<file path="config.mk">
export PLATFORM = sky130hd
export DESIGN_NAME = audio_tdm_codec_if
export DESIGN_NICKNAME = d
export VERILOG_FILES = /design/src/rtl/audio_if_pkg.sv /design/src/rtl/audio_bclk_gen.sv /design/src/rtl/audio_tdm_codec_if.sv
export SDC_FILE = /design/constraint.sdc
export NUM_CORES = 1
export LEC_CHECK = 0
export BUFFER_PORTS_ARGS = -buffer_cell sky130_fd_sc_hd__buf_2
export CORE_MARGIN = 8
export CORE_UTILIZATION = 35
export CTS_BUF_LIST = sky130_fd_sc_hd__clkbuf_8
export DETAILED_ROUTE_END_ITERATION = 8
export GPL_TIMING_DRIVEN = 0
export PLACE_DENSITY_LB_ADDON = 0.1
export SETUP_SLACK_MARGIN = 0.02
export SLEW_MARGIN = 10
export SYNTH_ARGS = -nofsm -noshare
export SYNTH_HDL_FRONTEND = slang
export SYNTH_SLANG_ARGS = --single-unit
</file>
<file path="constraint.sdc">
create_clock -name audio_clk -period 7.65 [get_ports audio_clk]
set_clock_uncertainty 0.15 [all_clocks]
set_input_delay 1.53 -clock audio_clk [delete_from_list [all_inputs] [get_ports audio_clk]]
set_output_delay 1.53 -clock audio_clk [all_outputs]
set_load 0.005 [all_outputs]
</file>
<file path="src/rtl/audio_if_pkg.sv">
// Shared constants and width helpers for the TDM/I2S codec serial port.
// Default parameter values give the classic 2ch / 24-bit / 32-slot frame.
package audio_if_pkg;

    localparam logic MODE_LJ  = 1'b0;
    localparam logic MODE_I2S = 1'b1;

    localparam int DEF_DATA_W        = 24;
    localparam int DEF_SLOT_W        = 32;
    localparam int DEF_NUM_CH        = 2;
    localparam int DEF_BCLK_DIV_LOG2 = 2;

    // Index width for a field that counts 0..n-1; never zero so slices stay legal.
    function automatic int idx_w(input int n);
        return (n > 1) ? $clog2(n) : 1;
    endfunction

    function automatic int frame_len(input int num_ch, input int slot_w, input int div_log2);
        return num_ch * slot_w * (1 << div_log2);
    endfunction

    localparam int DEF_FRAME_LEN = frame_len(DEF_NUM_CH, DEF_SLOT_W, DEF_BCLK_DIV_LOG2);

endpackage

</file>
<file path="src/rtl/audio_bclk_gen.sv">
// Free-running frame counter {slot, bit, phase} and the serial clocks/strobes
// derived from it.
module audio_bclk_gen
    import audio_if_pkg::*;
#(
    parameter int  NUM_CH        = DEF_NUM_CH,
    parameter int  SLOT_W        = DEF_SLOT_W,
    parameter int  BCLK_DIV_LOG2 = DEF_BCLK_DIV_LOG2,
    localparam int CH_W          = idx_w(NUM_CH),
    localparam int BIT_W         = idx_w(SLOT_W)
)(
    input  logic             clk,
    input  logic             rst,
    output logic             bclk,
    output logic             lrclk,
    output logic             new_frame,
    output logic             tx_en,
    output logic             rx_en,
    output logic [CH_W-1:0]  slot,
    output logic [BIT_W-1:0] bit_idx,
    output logic [CH_W-1:0]  nxt_slot,
    output logic [BIT_W-1:0] nxt_bit
);

    localparam int PH_W  = BCLK_DIV_LOG2;
    localparam int IDX_W = CH_W + BIT_W;
    localparam int CNT_W = IDX_W + PH_W;
    localparam logic [PH_W-1:0] RX_PHASE = PH_W'((1 << (PH_W - 1)) - 1);

    logic [CNT_W-1:0] cnt_reg;
    logic [PH_W-1:0]  phase;
    logic [IDX_W-1:0] idx;
    logic [IDX_W-1:0] idx_inc;

    always_ff @(posedge clk or posedge rst) begin
        if (rst) begin
            cnt_reg <= '0;
        end else begin
            cnt_reg <= cnt_reg + 1'b1;
        end
    end

    assign phase   = cnt_reg[PH_W-1:0];
    assign idx     = cnt_reg[CNT_W-1:PH_W];
    // Slot/bit of the bit period that starts after this cycle; only meaningful on tx_en.
    assign idx_inc = idx + IDX_W'(1);

    assign {slot, bit_idx}     = idx;
    assign {nxt_slot, nxt_bit} = idx_inc;

    assign bclk      = phase[PH_W-1];
    assign lrclk     = slot[CH_W-1];
    assign tx_en     = &phase;
    assign rx_en     = (phase == RX_PHASE);
    assign new_frame = &cnt_reg;

endmodule

</file>
<file path="src/rtl/audio_tdm_codec_if.sv">
// Parametrised I2S/TDM codec port: one-word play buffer feeding a per-frame
// shadow register, serial transmit/receive, and frame-wise record output.
module audio_tdm_codec_if
    import audio_if_pkg::*;
#(
    parameter int DATA_W        = DEF_DATA_W,
    parameter int SLOT_W        = DEF_SLOT_W,
    parameter int NUM_CH        = DEF_NUM_CH,
    parameter int BCLK_DIV_LOG2 = DEF_BCLK_DIV_LOG2
)(
    input  logic                     audio_clk,
    input  logic                     reset,
    input  logic                     mode_i2s,
    input  logic [NUM_CH*DATA_W-1:0] play_data,
    input  logic                     play_valid,
    output logic                     play_ready,
    output logic [NUM_CH*DATA_W-1:0] rec_data,
    output logic                     rec_valid,
    output logic                     underrun,
    input  logic                     clr_underrun,
    output logic                     MCLK,
    output logic                     BCLK,
    output logic                     LRCLK,
    output logic                     NewFrame,
    input  logic                     ADC_SDATA,
    output logic                     DAC_SDATA
);

    localparam int CH_W   = idx_w(NUM_CH);
    localparam int BIT_W  = idx_w(SLOT_W);
    localparam int POS_W  = idx_w(DATA_W);
    localparam int WORD_W = NUM_CH * DATA_W;

    logic             tx_en;
    logic             rx_en;
    logic             frame_end;
    logic [CH_W-1:0]  slot;
    logic [CH_W-1:0]  nxt_slot;
    logic [BIT_W-1:0] bit_idx;
    logic [BIT_W-1:0] nxt_bit;

    audio_bclk_gen #(
        .NUM_CH        (NUM_CH),
        .SLOT_W        (SLOT_W),
        .BCLK_DIV_LOG2 (BCLK_DIV_LOG2)
    ) u_bclk_gen (
        .clk       (audio_clk),
        .rst       (reset),
        .bclk      (BCLK),
        .lrclk     (LRCLK),
        .new_frame (frame_end),
        .tx_en     (tx_en),
        .rx_en     (rx_en),
        .slot      (slot),
        .bit_idx   (bit_idx),
        .nxt_slot  (nxt_slot),
        .nxt_bit   (nxt_bit)
    );

    assign NewFrame = frame_end;
    assign MCLK     = ~audio_clk;

    logic [WORD_W-1:0] buf_reg;
    logic [WORD_W-1:0] buf_next;
    logic [WORD_W-1:0] shadow_reg;
    logic [WORD_W-1:0] shadow_next;
    logic [WORD_W-1:0] rec_asm;
    logic [WORD_W-1:0] rec_data_reg;
    logic              buf_full_reg;
    logic              buf_full_next;
    logic              mode_reg;
    logic              mode_next;
    logic              underrun_reg;
    logic              underrun_next;
    logic              dac_reg;
    logic              dac_next;
    logic              rec_valid_reg;
    logic              accept;
    logic [DATA_W-1:0] shadow_ch [NUM_CH];
    int                tx_d;
    int                rx_d;
    logic              rx_hit;
    logic [POS_W-1:0]  rx_pos;

    assign play_ready = ~buf_full_reg;
    assign accept     = play_valid & ~buf_full_reg;

    // At the boundary the shadow takes the buffered word, else a word offered
    // in that very cycle, else silence with a sticky underrun (set beats clear).
    always_comb begin
        buf_next      = buf_reg;
        buf_full_next = buf_full_reg;
        shadow_next   = shadow_reg;
        mode_next     = mode_reg;
        underrun_next = underrun_reg;
        if (clr_underrun) begin
            underrun_next = 1'b0;
        end
        if (frame_end) begin
            mode_next = mode_i2s;
            if (buf_full_reg) begin
                shadow_next   = buf_reg;
                buf_full_next = 1'b0;
            end else if (play_valid) begin
                shadow_next = play_data;
            end else begin
                shadow_next   = '0;
                underrun_next = 1'b1;
            end
        end else if (accept) begin
            buf_next      = play_data;
            buf_full_next = 1'b1;
        end
    end

    // Transmit uses the post-boundary shadow/mode so slot 0 bit 0 is correct.
    always_comb begin
        tx_d     = int'(nxt_bit) - int'(mode_next);
        dac_next = dac_reg;
        if (tx_en) begin
            dac_next = 1'b0;
            if (tx_d >= 0 && tx_d < DATA_W) begin
                dac_next = shadow_ch[nxt_slot][POS_W'(DATA_W - 1 - tx_d)];
            end
        end
    end

    always_comb begin
        rx_d   = int'(bit_idx) - int'(mode_reg);
        rx_hit = rx_en && (rx_d >= 0) && (rx_d < DATA_W);
        rx_pos = POS_W'(DATA_W - 1 - rx_d);
    end

    genvar gi;
    generate
        for (gi = 0; gi < NUM_CH; gi++) begin : g_ch
            logic [DATA_W-1:0] asm_reg;

            assign shadow_ch[gi] = shadow_next[gi*DATA_W +: DATA_W];

            always_ff @(posedge audio_clk or posedge reset) begin
                if (reset) begin
                    asm_reg <= '0;
                end else if (rx_hit && slot == CH_W'(gi)) begin
                    asm_reg[rx_pos] <= ADC_SDATA;
                end
            end

            assign rec_asm[gi*DATA_W +: DATA_W] = asm_reg;
        end
    endgenerate

    always_ff @(posedge audio_clk or posedge reset) begin
        if (reset) begin
            buf_reg       <= '0;
            buf_full_reg  <= 1'b0;
            shadow_reg    <= '0;
            mode_reg      <= MODE_LJ;
            underrun_reg  <= 1'b0;
            dac_reg       <= 1'b0;
            rec_data_reg  <= '0;
            rec_valid_reg <= 1'b0;
        end else begin
            buf_reg       <= buf_next;
            buf_full_reg  <= buf_full_next;
            shadow_reg    <= shadow_next;
            mode_reg      <= mode_next;
            underrun_reg  <= underrun_next;
            dac_reg       <= dac_next;
            rec_valid_reg <= frame_end;
            if (frame_end) begin
                rec_data_reg <= rec_asm;
            end
        end
    end

    assign rec_data  = rec_data_reg;
    assign rec_valid = rec_valid_reg;
    assign underrun  = underrun_reg;
    assign DAC_SDATA = dac_reg;

endmodule

</file>
==> results.cfg, run 1 <==
[outcome]
outcome = finished, final reports clean

[placement]
dp_slack_ns = 1.71
dp_hpwl_um = 18200
port_buffers = 107
routabilityCongestion = 0.773

[grt]
track_usage_pct = 15.8
grt_max_degree = 94
grt_overflow = 0
grt_antenna_before_repair = 1
grt_pass1_wl_um = 41400
grt_pass1_vias = 7478

[critical_path]
critPathRequiredTime_ns = 5.97
arrival_ns = 4.48
rrSetupSlack_ns = 1.68
rr_startpoint = u_bclk_gen.cnt_reg[2]
start_kind = clock port
startpoint = audio_clk
endpoint_kind = output pin
reg2regPathDepth = 17
crit_type = clock port to output pin
rr_endpoint = DAC_SDATA
cp_max_fo = 10

[hold_path]
hold_start = g_ch[1].asm_reg[20]
min_to = rec_data[44]
hp-class = flip-flop to flip-flop
whs_path_depth = 2

[clock_network]
clockBufferDepth = 3
htree_levels = 2
root_buffer = clkbuf_8
cts_tree = built
postCtsHoldBufs = 0
clk_pin_slew_worst_paths_ns = 0.06
postCtsSetupBuffers = 0
clock_latency_ns = 0.53
cts_inserted_buffers = 39
cts-resized-gates = 0

[power_and_ir_drop]
total_power_mw = 2.36
peakVddDrop_mv = 0.112
power.density_nw_per_um2 = 209
p_leak_nw = 5.70

[floorplan]
start_util_pct = 35.3
die_h_um = 180
die_area_um2 = 32400
io_pins = 110
core_um2 = 26700
fp-row-count = 60
fp.dieW_um = 180

[finish]
antenna_cells = 0
layout_commonest_cell = nand2_1
fin_nets = 1105
layout_common_cells = nand2_1, dfrtp_1, buf_2
syn2layout_area_growth_pct = 19.9
drive_above_1_share_pct = 29.1

[detailed_routing]
drt_iter0_drc = 405
route.met3.wl_um = 1140
dr_wl_met2_um = 11200
wl_um = 25400
wl_met1_um = 12800
drc = 0
via_per_inst = 4.93
drt_pass1_iterations = 4
ant_nets = 0
highest_layer = met5
num_vias = 6969
wire_per_inst_um = 18.0

[timing]
rsz0062_at_grt = false
fin_setup_tns_ns = 0
finalHoldViolations = 0
tightest_slew_ns = 0.859
timing.hold.ws_ns = 0.311
maxSlewHeadroom_pct = 42.7
setup_viol = 0
report.final.slew_viol_count = 0
fin_ws_ns = 1.49

[yosys]
synth_cells = 893
synthesis.nets = 954
yosysSeqAreaShare_pct = 54.4
syn_area_um2 = 9420
async_flop_share_pct = 100
synth_edf_count = 0
synth.yosys.warnings = 0
ys_seq_elements = 205
synth.distinct_cells = 61
syn_area_per_cell_um2 = 10.6
synthFlopType = dfrtp_1

[flow_run]
cap_violations = 0
[synthesized netlist by cell type, drive strengths merged (11+ instances only)]
| cell type | n | area share (%) |
|---|---|---|
| inv | 23 | 0.94 |
| dfrtp | 205 | 54 |
| a221oi | 12 | 1.2 |
| xnor2 | 11 | 1.1 |
| mux2 | 106 | 13 |
| a21oi | 21 | 1.1 |
| nor2 | 51 | 2.0 |
| and3 | 17 | 1.1 |
| a22oi | 16 | 1.3 |
| clkbuf | 29 | 1.2 |
| nand2 | 233 | 9.3 |
| buf | 27 | 1.6 |
| o21ai | 36 | 1.9 |
[report_power, final]
part	internal, mW	switching, mW	total, mW
logic	0.0461	0.0532	0.0993
clock network	0.644	0.480	1.12
registers	1.12	0.0152	1.13
total	1.81	0.549	2.36
[how the worst max path moves through the flow]
stage	slack, ns	end
after floorplan	0.37	DAC_SDATA
after global placement	-2.53	buf_reg[13]
after detailed placement	1.71	DAC_SDATA
after CTS	1.46	MCLK
after global routing	1.41	DAC_SDATA
final	1.49	MCLK
[through the flow]
step                instances  instance area, um2  util [%]
floorplan                 893                9420         -
global placement         1341               10400      38.9
detailed placement       1344               10500      39.1
CTS                      1415               11300      42.3
global route             1415               11300      42.3
finish                   1415               11300      42.3
[logic make-up (layout without fill, tap and decap cells)]
logic type,Yosys count,count (layout),share of synthesized area (%)
flip-flops,205,205,54.4
AO/OA/AOI/OAI,122,122,8.86
XOR/XNOR,15,15,1.47
multiplexers,120,120,15.0
AND/OR/NAND/NOR,345,345,15.6
adder cells (fa/ha/maj),7,7,0.929
buffers and inverters,79,260,3.70
[area by class of cell]
type | count | area [um2]
Buffer | 56 | 260
Inverter | 22 | 92.6
Clock inverter | 17 | 82.6
Clock buffer | 56 | 762
Fill cell | 2655 | 15400
Timing Repair Buffer | 109 | 593
Multi-Input combinational cell | 609 | 3950
Tap cell | 341 | 427
Sequential cell | 205 | 5130
[metal layers]
layer,vias up,global-route usage (%)
met1,3442,22.4
met4,2,3.90
met5,-,0
met3,34,3.77
li1,3364,-
met2,127,23.9
[critical path: stages]
cell and delay [ns]:
clkbuf_8 0.14, clkbuf_8 0.20, clkbuf_8 0.17, inv_1 0.05, buf_2 0.10
(Power assumes the default switching activity.)
==> inputs of run 2 (changes only) <==
--- a/config.mk
+++ b/config.mk
@@ -5,6 +5,7 @@
 export SDC_FILE = /design/constraint.sdc
 export NUM_CORES = 1
 export LEC_CHECK = 0
+export ABC_AREA = 1
 export BUFFER_PORTS_ARGS = -buffer_cell sky130_fd_sc_hd__buf_2
 export CORE_MARGIN = 8
 export CORE_UTILIZATION = 35
==> constraint.sdc (replaced) <==
create_clock -name audio_clk -period 6.4 [get_ports audio_clk]
set_clock_uncertainty 0.15 [all_clocks]
set_input_delay 1.28 -clock audio_clk [delete_from_list [all_inputs] [get_ports audio_clk]]
set_output_delay 1.28 -clock audio_clk [all_outputs]
set_load 0.005 [all_outputs]
==> run 2 against run 1 <==
  * Clock power rose by 21%
  * Power rose by 16%
  * Worst hold slack improved by 0.0017 ns
  * Via count rose by 13%
  * First-iteration DRC count rose by 6.7%
  * Non-clock buffer count rose by 12
  * Utilization rose by 0.46 points
  * Global-route usage rose by 1.4 points
  * Combinational power fell by 25%
  * Sequential share of layout area fell by 0.61 points
  * Clock-buffer cell count fell by 2
==> results.cfg, run 2 <==
[outcome]
outcome = finished, final reports clean

[grt]
grt_pass1_vias = 8081
gr-usage-met2_pct = 28.9
grt_busiest_layer = met2
track_usage_pct = 17.1
grtUsageMet1_pct = 21.9
grt_max_degree = 37
grt_overflow = 0
met3_usage_pct = 3.03
grt_antenna_before_repair = 1
grt_pass1_wl_um = 44800

[yosys]
synth_cells = 1126
synth_edf_count = 0
ys_seq_elements = 205
yosysSeqAreaShare_pct = 54.0
syn_area_um2 = 9500
synth_top_area_cell = dfrtp_1
synthFlopType = dfrtp_1
synth_common_cells = nand2_1, dfrtp_1, inv_1, nand3_1, a21oi_1
syn_area_per_cell_um2 = 8.44
yosysTopAreaCellShare_pct = 54.0
ys_top_cells_by_area = dfrtp_1, nand2_1, mux2_2, nand3_1, inv_1
synthesis.nets = 1187
synth.distinct_cells = 27
yosys.cell_count.top_type = nand2_1
synth.yosys.warnings = 0
async_flop_share_pct = 100

[hold_path]
whs_path_depth = 2
min_to = rec_data[32]
hp-class = flip-flop to flip-flop
hold_start = rec_data[32]

[placement]
routabilityCongestion = 0.804
port_buffers = 109
dp_hpwl_um = 20300
dp_cells = 1583

[clock_network]
htree_levels = 2
clockBufferDepth = 3
cts-resized-gates = 0
root_buffer = clkbuf_8
clk_pin_slew_worst_paths_ns = 0.06
postCtsSetupBuffers = 0
cts_inserted_buffers = 39
postCtsHoldBufs = 0
clock_latency_ns = 0.54
cts_tree = built

[critical_path]
worst-path-buf-inv = 5
rr_endpoint = DAC_SDATA
rr_startpoint = u_bclk_gen.cnt_reg[1]
cp_top_family = buffers and inverters
path_cells = clkbuf_8 > clkbuf_8 > clkbuf_8 > inv_1 > buf_2
rrSetupSlack_ns = 2.36
cp_max_fo = 8
arrival_ns = 3.84
cp_slowest_cell = clkbuf_8
start_kind = clock port
reg2regPathDepth = 20
crit_type = clock port to output pin
critPathRequiredTime_ns = 4.97
critPathMaxStageDelay_ns = 0.19
endpoint_kind = output pin
cpMostUsedCell = clkbuf_8

[detailed_routing]
drt_iter0_drc = 432
ant_nets = 0
wl_um = 28100
drt_pass1_iterations = 5
via_per_inst = 4.76
num_vias = 7864
wire_per_inst_um = 17.0
drc = 0

[floorplan]
die_h_um = 181
fp.dieW_um = 181
io_pins = 110
die_area_um2 = 32700
start_util_pct = 35.4
fp-row-count = 60
core_um2 = 26800

[power_and_ir_drop]
p_leak_nw = 6.19
peakVddDrop_mv = 0.142
power.density_nw_per_um2 = 239

[timing]
maxSlewHeadroom_pct = 49.4
setup_viol = 0
report.final.slew_viol_count = 0
fin_setup_tns_ns = 0
rsz0062_at_grt = false
tightest_slew_ns = 0.759
finalHoldViolations = 0

[finish]
final_cells = 1653
drive_above_1_share_pct = 20.5
fin_nets = 1344
syn2layout_area_growth_pct = 20.6
layout_commonest_cell = nand2_1
layout_common_cells = nand2_1, dfrtp_1, buf_2

[flow_run]
cap_violations = 0
run 2: changes by cell type in the layout (fill, tap and decap cells not counted), sizes merged, moves of 21 or more:
| cell | change |
|---|---|
| nand3 | +70 |
| buf | +21 |
| nand2 | +216 |
| a21oi | +30 |
| a31oi | +47 |
| inv | +72 |
| mux2 | -66 |
run 2: cell families after synthesis:
kind of cell	Yosys count	share of synthesized area (%)
buf+inv	156	7.40
fa+ha+maj	7	0.922
simple gates	577	24.3
compound gates	131	7.71
mux	40	4.74
flops	205	54.0
xor+xnor	10	0.922
run 2: how the worst max path moves through the flow:
stage | start | endpoint | slack, ns | cells after the start
2_1_floorplan | audio_clk | MCLK | 1.73 | 1
3_3_place_gp | reset | buf_reg[17] | 0.69 | 2
3_5_place_dp | audio_clk | MCLK | 1.65 | 2
4_1_cts | audio_clk | MCLK | 1.09 | 5
5_1_grt | audio_clk | MCLK | 1.09 | 5
6_report | audio_clk | MCLK | 1.13 | 5
run 2: area by class of cell:
cell class	count	area, um2
fill	2729	15300
sequential	205	5130
multi-input combinational	765	3660
clock buffer	54	734
timing repair buffer	115	688
tap	341	427
inverter	93	353
buffer	62	350
clock inverter	17	103
antenna	1	2.50
run 2: power breakdown:
part	switching, mW	internal (mW)
Sequential	0.00208	1.30
Clock	0.576	0.782
Combinational	0.0489	0.0253
run 2: worst reg2reg max path: stages, from the launching register on:
cell,delay [ns]
dfrtp_1,0.41
ha_1,0.20
clkbuf_2,0.18
nand3_2,0.13
inv_1,0.06
nand2_1,0.12
buf_6,0.19
buf_6,0.20
clkbuf_1,0.46
nand2_1,0.10
nand2_1,0.14
ha_1,0.30
inv_1,0.12
clkbuf_1,0.48
nand3_1,0.19
nand3_1,0.11
nand3_1,0.08
nand2_1,0.09
a21oi_1,0.07
nand3_1,0.09
nand2_1,0.06
run 2: layer usage:
metal | vias up | part of all wire, %
met5 | - | 0
met4 | 0 | 2.6
met3 | 58 | 4.3
met2 | 174 | 48
met1 | 3720 | 45
li1 | 3912 | -
run 2: per-stage QoR:
| stage | worst slack [ns] | power (mW) | hold WS, ns | instance area, um2 | utilization [%] |
|---|---|---|---|---|---|
| 5_1_grt | 1.09 | 2.84 | 0.332 | 11500 | 42.7 |
| 6_report | 1.13 | 2.74 | 0.313 | 11500 | 42.7 |
| 3_3_place_gp | 0.694 | 1.40 | 0.302 | 10500 | 39.1 |
| 3_5_place_dp | 1.65 | 1.41 | 0.303 | 10600 | 39.6 |
| 4_1_cts | 1.09 | 2.78 | 0.318 | 11400 | 42.7 |
| 2_1_floorplan | 1.73 | 1.36 | 0.288 | 9500 | - |
==> inputs of run 3 (changes only) <==
--- a/config.mk
+++ b/config.mk
@@ -5,7 +5,7 @@
 export SDC_FILE = /design/constraint.sdc
 export NUM_CORES = 1
 export LEC_CHECK = 0
-export ABC_AREA = 1
+export ABC_AREA = 0
 export BUFFER_PORTS_ARGS = -buffer_cell sky130_fd_sc_hd__buf_2
 export CORE_MARGIN = 8
 export CORE_UTILIZATION = 35
==> constraint.sdc (replaced) <==
create_clock -name audio_clk -period 4.87 [get_ports audio_clk]
set_clock_uncertainty 0.15 [all_clocks]
set_input_delay 0.974 -clock audio_clk [delete_from_list [all_inputs] [get_ports audio_clk]]
set_output_delay 0.974 -clock audio_clk [all_outputs]
set_load 0.005 [all_outputs]
==> run 3 against run 2 <==
  * Final area shrank 0.81%
  * Via count shrank 10%
  * Critical path type is now flip-flop to flip-flop
  * Routed wire length shrank 8.5%
  * Setup slack lost 0.84 ns
  * Cell count shrank 15%
==> results.cfg, run 3 (synthesized netlist as in run 1, its figures left out) <==
[finish]
fill_cells = 2695
fin_nets = 1113
drive_above_1_share_pct = 29.9
fin_area_um2 = 11400
syn2layout_area_growth_pct = 20.6
layout_common_cells = nand2_1, dfrtp_1, buf_2
regArea_um2 = 5130
final_cells = 1413
final_util_pct = 42.5
multi_input_area_um2 = 4000
layout_commonest_cell = nand2_1
antenna_cells = 0

[floorplan]
start_util_pct = 35.3
io_pins = 110
fp-row-count = 60
fp.dieW_um = 180
die_area_um2 = 32400
die_h_um = 180
core_um2 = 26700

[detailed_routing]
drt_pass1_iterations = 4
drc = 0
num_vias = 7058
wire_per_inst_um = 18.2
ant_nets = 0
wl_um = 25700
drt_iter0_drc = 423
via_per_inst = 5.00

[timing]
finalHoldViolations = 0
period_share_pct = 94.1
final.min_clock_period_ns = 4.58
report.final.slew_viol_count = 0
maxSlewHeadroom_pct = 47.0
timing.hold.ws_ns = 0.215
tightest_slew_ns = 0.795
fin_setup_tns_ns = 0
setup_viol = 0
fmax_mhz = 218
rsz0062_at_grt = false
fin_ws_ns = 0.287

[hold_path]
hp-class = input pin to async pin

[critical_path]
critPathRequiredTime_ns = 5.15
endpoint_kind = flip-flop
arrival_ns = 4.86
cp_max_fo = 19
start_kind = flip-flop
crit_type = flip-flop to flip-flop

[placement]
dp_cells = 1349
dpl-instance-area_um2 = 10500
routabilityCongestion = 0.760
dp_hpwl_um = 18500
dp_slack_ns = -1.04
port_buffers = 107

[clock_network]
htree_levels = 2
clk_pin_slew_worst_paths_ns = 0.06
clockBufferDepth = 3
cts_tree = built
cts_inserted_buffers = 40
root_buffer = clkbuf_8
clock_latency_ns = 0.54

[outcome]
outcome = finished, final reports clean

[power_and_ir_drop]
power.density_nw_per_um2 = 311
p_leak_nw = 5.70
peakVddDrop_mv = 0.192
total_power_mw = 3.53

[grt]
track_usage_pct = 16.0
grt_max_degree = 34
grt_overflow = 0
grt_antenna_before_repair = 2
grt_pass1_wl_um = 41900
grt_pass1_vias = 7561

[flow_run]
cap_violations = 0
## run 3: critical path, cell delays in order, from the launching register on
cell      delay, ns
dfrtp_2        0.47
ha_2           0.25
nand2_2        0.16
or2_1          0.14
buf_6          0.13
clkbuf_2       0.29
clkbuf_4       0.41
nand2_1        0.09
nand2_1        0.14
ha_2           0.28
xor2_4         0.26
mux4_2         0.56
a211o_1        0.30
a21oi_1        0.12
a41oi_1        0.06
a311o_1        0.29
o41ai_2        0.34
## run 3: layout make-up
class,instances,share of cell area (%)
Inverter,22,0.804
Timing Repair Buffer,118,6.34
Buffer,54,2.36
Clock buffer,47,5.62
Tap cell,341,3.76
Multi-Input combinational cell,609,35.2
Clock inverter,17,0.705
Sequential cell,205,45.2
## run 3: path summary, 6_finish.rpt
check,start,end,slack [ns],depth (start not counted)
max,u_bclk_gen.cnt_reg[2],DAC_SDATA,0.29,16
min,reset,rec_data[42],0.21,2
max reg2reg,u_bclk_gen.cnt_reg[2],DAC_SDATA,0.29,16
min reg2reg,g_ch[0].asm_reg[20],rec_data[20],0.31,2
max in group asynchronous,reset,buf_reg[8],3.41,5
min in group audio_clk,g_ch[0].asm_reg[20],rec_data[20],0.31,2
## run 3: per-layer routing
metal	track usage [%]	up-vias	wire, um
li1	-	3356	-
met1	22.4	3524	12800
met2	24.3	131	11200
met3	3.95	43	1260
met4	4.56	4	450
met5	0	-	18
## run 3: report_power, final
part	internal (mW)	leakage, nW	switching, mW
combinational	0.0790	2.71	0.0842
clock	0.859	0.418	0.727
sequential	1.76	2.57	0.0244
total	2.70	5.70	0.835
## run 3: repair_timing
action	4_1_cts	5_1_grt
setup buffers	4	0
pin swaps	1	0
resized for setup	17	5
hold buffers	0	0
endpoints found under the setup margin	1	1
